===== src/rtl/ifmap_bank_switch_scheduler_if.sv =====
// Handshake bundle between the ifmap bank-switch scheduler and the write/read sides.
// The slave modport is the scheduler; the master modport drives the request inputs.
interface ifmap_bank_switch_scheduler_if #(
    parameter int COUNTER_WID = 8
);
    logic                   start;
    logic                   write_bank_ready_to_switch;
    logic                   reading_last_data;
    logic                   ready_to_switch;
    logic                   start_new_write_bank;
    logic                   read_bank_valid;
    logic [COUNTER_WID-1:0] read_pass_count;
    logic [COUNTER_WID-1:0] write_bank_count;
    logic                   busy;
    logic                   layer_done;

    modport master (
        output start,
        output write_bank_ready_to_switch,
        output reading_last_data,
        input  ready_to_switch,
        input  start_new_write_bank,
        input  read_bank_valid,
        input  read_pass_count,
        input  write_bank_count,
        input  busy,
        input  layer_done
    );

    modport slave (
        input  start,
        input  write_bank_ready_to_switch,
        input  reading_last_data,
        output ready_to_switch,
        output start_new_write_bank,
        output read_bank_valid,
        output read_pass_count,
        output write_bank_count,
        output busy,
        output layer_done
    );
endinterface


===== src/rtl/ifmap_bank_switch_scheduler.sv =====
// Sequences the ifmap double buffer for one layer: bank swaps, pass counting, layer completion.
//
// state    | meaning
// ST_IDLE  | waiting for start; all outputs 0
// ST_FILL  | first write bank filling; nothing readable yet
// ST_RUN   | read bank in use while next write bank fills
// ST_DRAIN | last bank swapped in; finishing its read passes
// ST_DONE  | one-cycle layer_done, then back to IDLE
module ifmap_bank_switch_scheduler #(
    parameter int OY1_OX1     = 2,
    parameter int READ_PASSES = 2,
    parameter int COUNTER_WID = 8
) (
    input logic                             clk,
    input logic                             rst,
    ifmap_bank_switch_scheduler_if.slave    sched
);

    localparam logic [COUNTER_WID-1:0] BANKS_C  = COUNTER_WID'(OY1_OX1);
    localparam logic [COUNTER_WID-1:0] PASSES_C = COUNTER_WID'(READ_PASSES);

    typedef enum logic [2:0] {
        ST_IDLE  = 3'd0,
        ST_FILL  = 3'd1,
        ST_RUN   = 3'd2,
        ST_DRAIN = 3'd3,
        ST_DONE  = 3'd4
    } state_t;

    state_t                 state_q, state_d;
    logic                   ready_to_switch_q, ready_to_switch_d;
    logic                   start_new_write_bank_q, start_new_write_bank_d;
    logic                   read_bank_valid_q, read_bank_valid_d;
    logic                   busy_q, busy_d;
    logic                   layer_done_q, layer_done_d;
    logic [COUNTER_WID-1:0] read_pass_count_q, read_pass_count_d;
    logic [COUNTER_WID-1:0] write_bank_count_q, write_bank_count_d;

    logic                   read_done;
    logic                   swap_cond;
    logic                   pass_inc;
    logic [COUNTER_WID-1:0] write_bank_count_inc;
    logic                   last_bank;

    // Swap decisions use only registered read state so a pass ending this cycle defers the swap.
    assign read_done            = (read_pass_count_q == PASSES_C);
    assign swap_cond            = sched.write_bank_ready_to_switch && !read_bank_valid_q;
    assign pass_inc             = read_bank_valid_q && sched.reading_last_data && !read_done &&
                                  ((state_q == ST_RUN) || (state_q == ST_DRAIN));
    assign write_bank_count_inc = write_bank_count_q + 1'b1;
    assign last_bank            = (write_bank_count_inc >= BANKS_C);

    always_ff @(posedge clk) begin
        if (rst) begin
            state_q                <= ST_IDLE;
            ready_to_switch_q      <= 1'b0;
            start_new_write_bank_q <= 1'b0;
            read_bank_valid_q      <= 1'b0;
            busy_q                 <= 1'b0;
            layer_done_q           <= 1'b0;
            read_pass_count_q      <= '0;
            write_bank_count_q     <= '0;
        end else begin
            state_q                <= state_d;
            ready_to_switch_q      <= ready_to_switch_d;
            start_new_write_bank_q <= start_new_write_bank_d;
            read_bank_valid_q      <= read_bank_valid_d;
            busy_q                 <= busy_d;
            layer_done_q           <= layer_done_d;
            read_pass_count_q      <= read_pass_count_d;
            write_bank_count_q     <= write_bank_count_d;
        end
    end

    always_comb begin
        state_d = state_q;
        case (state_q)
            ST_IDLE:  if (sched.start) state_d = ST_FILL;
            ST_FILL,
            ST_RUN:   if (swap_cond) state_d = last_bank ? ST_DRAIN : ST_RUN;
            ST_DRAIN: if (read_done) state_d = ST_DONE;
            ST_DONE:  state_d = ST_IDLE;
            default:  state_d = ST_IDLE;
        endcase
    end

    always_comb begin
        ready_to_switch_d      = 1'b0;
        start_new_write_bank_d = 1'b0;
        read_pass_count_d      = read_pass_count_q;
        write_bank_count_d     = write_bank_count_q;
        case (state_q)
            ST_IDLE: begin
                read_pass_count_d      = '0;
                write_bank_count_d     = '0;
                start_new_write_bank_d = sched.start;
            end
            ST_FILL, ST_RUN: begin
                if (swap_cond) begin
                    ready_to_switch_d      = 1'b1;
                    write_bank_count_d     = write_bank_count_inc;
                    read_pass_count_d      = '0;
                    start_new_write_bank_d = !last_bank;
                end else if (pass_inc) begin
                    read_pass_count_d = read_pass_count_q + 1'b1;
                end
            end
            ST_DRAIN: begin
                if (pass_inc) read_pass_count_d = read_pass_count_q + 1'b1;
            end
            default: ;
        endcase
        if (state_d == ST_IDLE) begin
            read_pass_count_d  = '0;
            write_bank_count_d = '0;
        end
        read_bank_valid_d = ((state_d == ST_RUN) || (state_d == ST_DRAIN)) &&
                            (read_pass_count_d != PASSES_C);
        busy_d            = (state_d != ST_IDLE);
        layer_done_d      = (state_d == ST_DONE);
    end

    assign sched.ready_to_switch      = ready_to_switch_q;
    assign sched.start_new_write_bank = start_new_write_bank_q;
    assign sched.read_bank_valid      = read_bank_valid_q;
    assign sched.busy                 = busy_q;
    assign sched.layer_done           = layer_done_q;
    assign sched.read_pass_count      = read_pass_count_q;
    assign sched.write_bank_count     = write_bank_count_q;

endmodule


===== src/flat_wrapper.sv =====
// flat-port wrapper written by rule: the top's interface ports become plain ports
module ifmap_bank_switch_scheduler_flat 
#(
    parameter int OY1_OX1     = 2,
    parameter int READ_PASSES = 2,
    parameter int COUNTER_WID = 8
)
  (clk, rst, sched_start, sched_write_bank_ready_to_switch, sched_reading_last_data, sched_ready_to_switch, sched_start_new_write_bank, sched_read_bank_valid, sched_read_pass_count, sched_write_bank_count, sched_busy, sched_layer_done);
  ifmap_bank_switch_scheduler_if #(.COUNTER_WID(COUNTER_WID)) sched_i ();
  input logic clk;
  input logic rst;
  input wire logic [$bits(sched_i.start)-1:0] sched_start;
  input wire logic [$bits(sched_i.write_bank_ready_to_switch)-1:0] sched_write_bank_ready_to_switch;
  input wire logic [$bits(sched_i.reading_last_data)-1:0] sched_reading_last_data;
  output wire logic [$bits(sched_i.ready_to_switch)-1:0] sched_ready_to_switch;
  output wire logic [$bits(sched_i.start_new_write_bank)-1:0] sched_start_new_write_bank;
  output wire logic [$bits(sched_i.read_bank_valid)-1:0] sched_read_bank_valid;
  output wire logic [$bits(sched_i.read_pass_count)-1:0] sched_read_pass_count;
  output wire logic [$bits(sched_i.write_bank_count)-1:0] sched_write_bank_count;
  output wire logic [$bits(sched_i.busy)-1:0] sched_busy;
  output wire logic [$bits(sched_i.layer_done)-1:0] sched_layer_done;
  assign sched_i.start = sched_start;
  assign sched_i.write_bank_ready_to_switch = sched_write_bank_ready_to_switch;
  assign sched_i.reading_last_data = sched_reading_last_data;
  assign sched_ready_to_switch = sched_i.ready_to_switch;
  assign sched_start_new_write_bank = sched_i.start_new_write_bank;
  assign sched_read_bank_valid = sched_i.read_bank_valid;
  assign sched_read_pass_count = sched_i.read_pass_count;
  assign sched_write_bank_count = sched_i.write_bank_count;
  assign sched_busy = sched_i.busy;
  assign sched_layer_done = sched_i.layer_done;
  ifmap_bank_switch_scheduler #(.OY1_OX1(OY1_OX1), .READ_PASSES(READ_PASSES), .COUNTER_WID(COUNTER_WID)) u_core (.clk(clk), .rst(rst), .sched(sched_i));
endmodule

===== config.mk =====
export PLATFORM = sky130hd
export DESIGN_NAME = ifmap_bank_switch_scheduler_flat
export DESIGN_NICKNAME = d
export VERILOG_FILES = /design/src/rtl/ifmap_bank_switch_scheduler_if.sv /design/src/rtl/ifmap_bank_switch_scheduler.sv /design/src/flat_wrapper.sv
export SDC_FILE = /design/constraint.sdc
export NUM_CORES = 1
export LEC_CHECK = 0
export CAP_MARGIN = 20
export CORE_MARGIN = 5
export CORE_UTILIZATION = 50
export DETAILED_ROUTE_END_ITERATION = 8
export PLACE_DENSITY = 0.88
export SYNTH_ARGS = -nofsm -noshare
export SYNTH_HDL_FRONTEND = slang
export SYNTH_SLANG_ARGS = --single-unit

===== constraint.sdc =====
create_clock -name clk -period 2.7 [get_ports clk]
set_clock_uncertainty 0.15 [all_clocks]
set_input_delay 0.405 -clock clk [delete_from_list [all_inputs] [get_ports clk]]
set_output_delay 0.405 -clock clk [all_outputs]
set_load 0.02 [all_outputs]

Word level (Yosys, flattened, before mapping)

Cells that the tools add are included.

Output and inout bits: 21
Bits in registers: 24
Word-level logic and storage cells: 53

Bitwise gates (word level): 1
Add/subtract/negate cells: 2
Reductions and logical operators: 18
Magnitude comparators: 1
Equality and inequality tests: 9
Mux-type cells: 14

Operator list:

| kind                | number |
|---|---|
| $mux 8              | 4 |
| $pmux 8 s3          | 1 |
| $add 8x1->8 const B | 2 |
| $pmux 8 s2          | 1 |
| $eq 3x2->1 const B  | 4 |
| $mux 3              | 3 |
| $pmux 3 s3          | 1 |
| $eq 8x2->1 const B  | 1 |
| $ge 8x2->1 const B  | 1 |
| $ne 8x2->1 const B  | 1 |
| $logic_not 3->1     | 2 |
| $reduce_or 2->1     | 3 |
| $logic_and 1x1->1   | 5 |
| $eq 3x1->1 const B  | 1 |
| $eq 3x3->1 const B  | 1 |
| $logic_not 1->1     | 3 |
| $mux 1              | 3 |
| $reduce_bool 3->1   | 1 |
| $logic_or 1x1->1    | 2 |
| $ne 2x1->1 const B  | 1 |
| $pmux 1 s2          | 1 |
| $reduce_and 2->1    | 1 |
| $reduce_bool 2->1   | 1 |
| $not 1->1           | 1 |

Logic depth before layout (Yosys ltp)

Depth after elaboration: 10
Depth in mapped cells: 9

Worst setup path after synthesis

OpenSTA, ideal clock, no wires.

Kind: reg-to-reg
Start point: register u_core.write_bank_count_q[0], in the netlist u_core.sched.write_bank_count[0]
End point: register u_core.write_bank_count_q[2], in the netlist u_core.sched.write_bank_count[2]
Arrival time: 2.169 ns
Library setup time: 0.122 ns
Buffers on the path: 2
Setup slack: 0.260 ns
Data required time: 2.428 ns
Cell stages (with the launch flop): 9
Cell sequence: dfxtp_1 -> ha_1 -> xor2_1 -> or4b_1 -> a2111oi_2 -> o31a_1 -> buf_4 -> buf_6 -> a21oi_1

Word-level cells in the longest chain between the ends: 7

RTL lines:

| what                      | line                               | text |
|---|---|---|
| start, declared           | ifmap_bank_switch_scheduler.sv:37  | `logic [COUNTER_WID-1:0] write_bank_count_q, write_bank_count_d;` |
| start signal, assigned    | ifmap_bank_switch_scheduler.sv:71  | `write_bank_count_q <= write_bank_count_d;` |
| $add 8x1->8 *             | ifmap_bank_switch_scheduler.sv:50  | `assign write_bank_count_inc = write_bank_count_q + 1'b1;` |
| $ge 8x2->1                | ifmap_bank_switch_scheduler.sv:51  | `assign last_bank = (write_bank_count_inc >= BANKS_C);` |
| $mux 1                    | ifmap_bank_switch_scheduler.sv:80  | `ST_RUN: if (swap_cond) state_d = last_bank ? ST_DRAIN : ST_RUN;` |
| $mux 3                    | ifmap_bank_switch_scheduler.sv:80  |  |
| $pmux 3 s3                | ifmap_bank_switch_scheduler.sv:77  | `case (state_q)` |
| $logic_not 3->1           | ifmap_bank_switch_scheduler.sv:113 | `if (state_d == ST_IDLE) begin` |
| $reduce_or 2->1 (no line) | --                                 |  |

Mark *: on every way between the ends. The rest lies on a longest branch, timed or not. The select of a mux whose other input is x is not followed.
A chain may end at the register's enable or synchronous reset.

Final worst setup path

Start point: register u_core.write_bank_count_q[0], in the netlist u_core.sched.write_bank_count[0]
End point: register u_core.write_bank_count_q[6], in the netlist u_core.sched.write_bank_count[6]

Same word-level chain as after synthesis.

==> metrics.txt <==
Post-Syn Area per Cell=7.929 um2; Largest stage delay, worst path=530 ps; area leader, netlist=dfxtp_1; Netlist cell types=40; share of the synthesized area in the top cell type=0.3650; Critical Path AT=2510 ps; fin crit share=0.9161; largest net degree at the start of global routing=13; Slew HR=0.6606; vias in the first global route=1,148; Post-DRT Antenna Nets=0; Synth Register Bits=24; final setup TNS=0 ps; number of maximum-capacitance violations=0; Post-Syn Nets=175; CP startpoint=u_core.sched.write_bank_count[0]$_SDFFE_PP0P_; I/O Buffers=25; Rows=18; DP HPWL=2.252 mm; Static Leak=0.5826 nW; most common cell in the netlist=dfxtp_1; DRC viols=0; CORE AREA=0.002500 mm2; Max Fclk=404.3 MHz; Iteration-0 DRC Markers=65; Most used DFF post-synth=dfxtp_1; root buffer cell=clkbuf_4; Power Density=390.4 mW/mm2; Post-Synthesis Cells=166; Reg-to-Reg End=u_core.sched.write_bank_count[6]$_SDFFE_PP0P_; Slew Limit Fails=0; Post-synth top cells=dfxtp_1 (24), nor2_1 (23), a21oi_1 (18), nor3_1 (11); status=complete, no violations; share of cells above drive strength 1=0.08901; clock latency on the worst-skew pair=300 ps; final number of setup-violating endpoints=0; post_cts resized=0; maximum vdd drop=311.8 uV; worst path bufs/invs=1; crit-path cells=ha_1 -> xor2_1 -> or4b_1 -> a2111oi_2 -> o31a_1 -> buf_4 -> a21oi_1; Worst Setup End Kind=register; number of fill cells in the layout=228; Die Height=61.31 um; Nets=202; sequential area share after synthesis=0.3650; Starting Density=0.5265; DP Worst Slack=47.74 ps; Synth Cell Area=0.001316 mm2; RSZ-0062 raised after global routing=false; gr usage total=0.1668; setup slack, reg-to-reg=230 ps; CP max FO=9; dominant cells by area after synthesis=dfxtp_1 (37%), a21oi_1 (6.8%), nor2_1 (6.6%); worst slew pin tran=502.0 ps; Total Routed Length=2.938 mm; clk slew on worst S/H paths=120 ps; Hold Buf Count CTS=0; Final Hold Fails=0; postcts setup bufs=0; placed insts=218; Vias/cell=5.620; Hold Path Class=register to register; reg2reg path depth=7; post-route minimum period=2474 ps; initial antenna violation count=0; Vias=1,242; CP Class=register to register; EDFF count, synth=0; die area=0.003759 mm2; DIE WIDTH=61.31 um; WL per Instance=13.29 um; Async SR Flop Fraction=0; clk buf depth=2; RD Place Congestion=0.8429; critical path launch point type=register; reg-to-reg startpoint=u_core.sched.write_bank_count[0]$_SDFFE_PP0P_; clk sinks=24; Setup crit end=u_core.sched.write_bank_count[6]$_SDFFE_PP0P_; Yosys warning count=0; Finished Layout Cells=221; WP depth=7; io pins=26; area grow syn2layout=23.48%; Inserted Diodes=0; final worst setup slack=226.5 ps; Num CTS Buffers=3; Crit path max-delay family=compound AO/OA/AOI/OAI gates; worst hold slack=408.7 ps; gr ovfl total=0; CP max-delay cell=or4b_1; post-layout util=0.6502; H-tree depth=1; Critical Path RT=2740 ps; drt pass-1 iters=4; CTS tree=built; first-pass GRT wire length=4.774 mm
[cells in the final DEF, fill, tap and decap left out, drive strengths merged, types with 2 or more instances in the layout]
master	n
xnor2	4
clkbuf	3
or2	4
and3	4
dfxtp	24
o31a	3
nor3	11
nor2	23
buf	6
o21ai	8
nand3	8
ha	4
or3	2
clkdlybuf4s50	25
nor3b	3
nand2	8
and2	3
a21oi	18
xor2	5
nor2b	2
inv	6
[tightest hold or removal path, cell delays in order, from the launching register on]
cell and delay [ps]:
dfxtp_1 370, o21ai_0 90, a21oi_1 60
[cell families after synthesis]
kind of cell / count (synthesis) / share of synthesized area
AOI/OAI and AO/OA: 38 / 0.1816
xor gates and xnor gates: 9 / 0.05988
buffers and inverters: 15 / 0.05228
and+or+nand+nor: 74 / 0.2871
DFF: 24 / 0.3650
muxes: 1 / 0.008555
adders and majority gates: 5 / 0.04563
[state kept, by name, summed over array words and instances, names as in the netlist]
signal                             flops
u_core.sched.busy                      1
u_core.sched.layer_done                1
u_core.sched.read_bank_valid           1
u_core.sched.read_pass_count           8
u_core.sched.ready_to_switch           1
u_core.sched.start_new_write_bank      1
u_core.sched.write_bank_count          8
u_core.state_q                         3
[through the flow]
stage	power [mW]	cell area, um2
6_report	0.6345	1625
5_1_grt	0.6773	1625
4_1_cts	0.6416	1625
3_5_place_dp	0.4974	1603
3_3_place_gp	0.4948	1603
2_1_floorplan	0.4585	1316
[metal layers]
layer  global-route usage  routed length, um
met1               0.1931               1303
met2               0.3021               1455
met3              0.02935                148
met4              0.06502                 30
met5                    0                  0
[power breakdown]
group	switching (mW)	total, mW	internal [mW]
Combinational	0.0656	0.119	0.0532
Sequential	0.00789	0.372	0.364
Clock	0.0919	0.144	0.0520
Total	0.165	0.634	0.469
[area by class of cell]
cell class	instances	area (um2)	share of cell area
multi-input combinational	127	767.0	0.4719
sequential	24	480.5	0.2956
timing repair buffer	31	295.3	0.1817
tap	30	37.54	0.02309
clock buffer	3	22.52	0.01386
inverter	6	22.52	0.01386
[how the worst min path moves through the flow]
stage	startpoint	to	slack, ps	cells past startpoint
5_1_grt	u_core.sched.write_bank_count[2]$_SDFFE_PP0P_	u_core.sched.write_bank_count[2]$_SDFFE_PP0P_	460	2
4_1_cts	u_core.sched.write_bank_count[2]$_SDFFE_PP0P_	u_core.sched.write_bank_count[2]$_SDFFE_PP0P_	410	2
6_report	u_core.sched.write_bank_count[2]$_SDFFE_PP0P_	u_core.sched.write_bank_count[2]$_SDFFE_PP0P_	410	2
3_3_place_gp	u_core.sched.write_bank_count[2]$_SDFFE_PP0P_	u_core.sched.write_bank_count[2]$_SDFFE_PP0P_	380	2
3_5_place_dp	u_core.sched.write_bank_count[2]$_SDFFE_PP0P_	u_core.sched.write_bank_count[2]$_SDFFE_PP0P_	390	2
2_1_floorplan	rst	u_core.sched.ready_to_switch$_SDFF_PP0_	330	1
No activity file was read; power rests on OpenSTA's default activity.
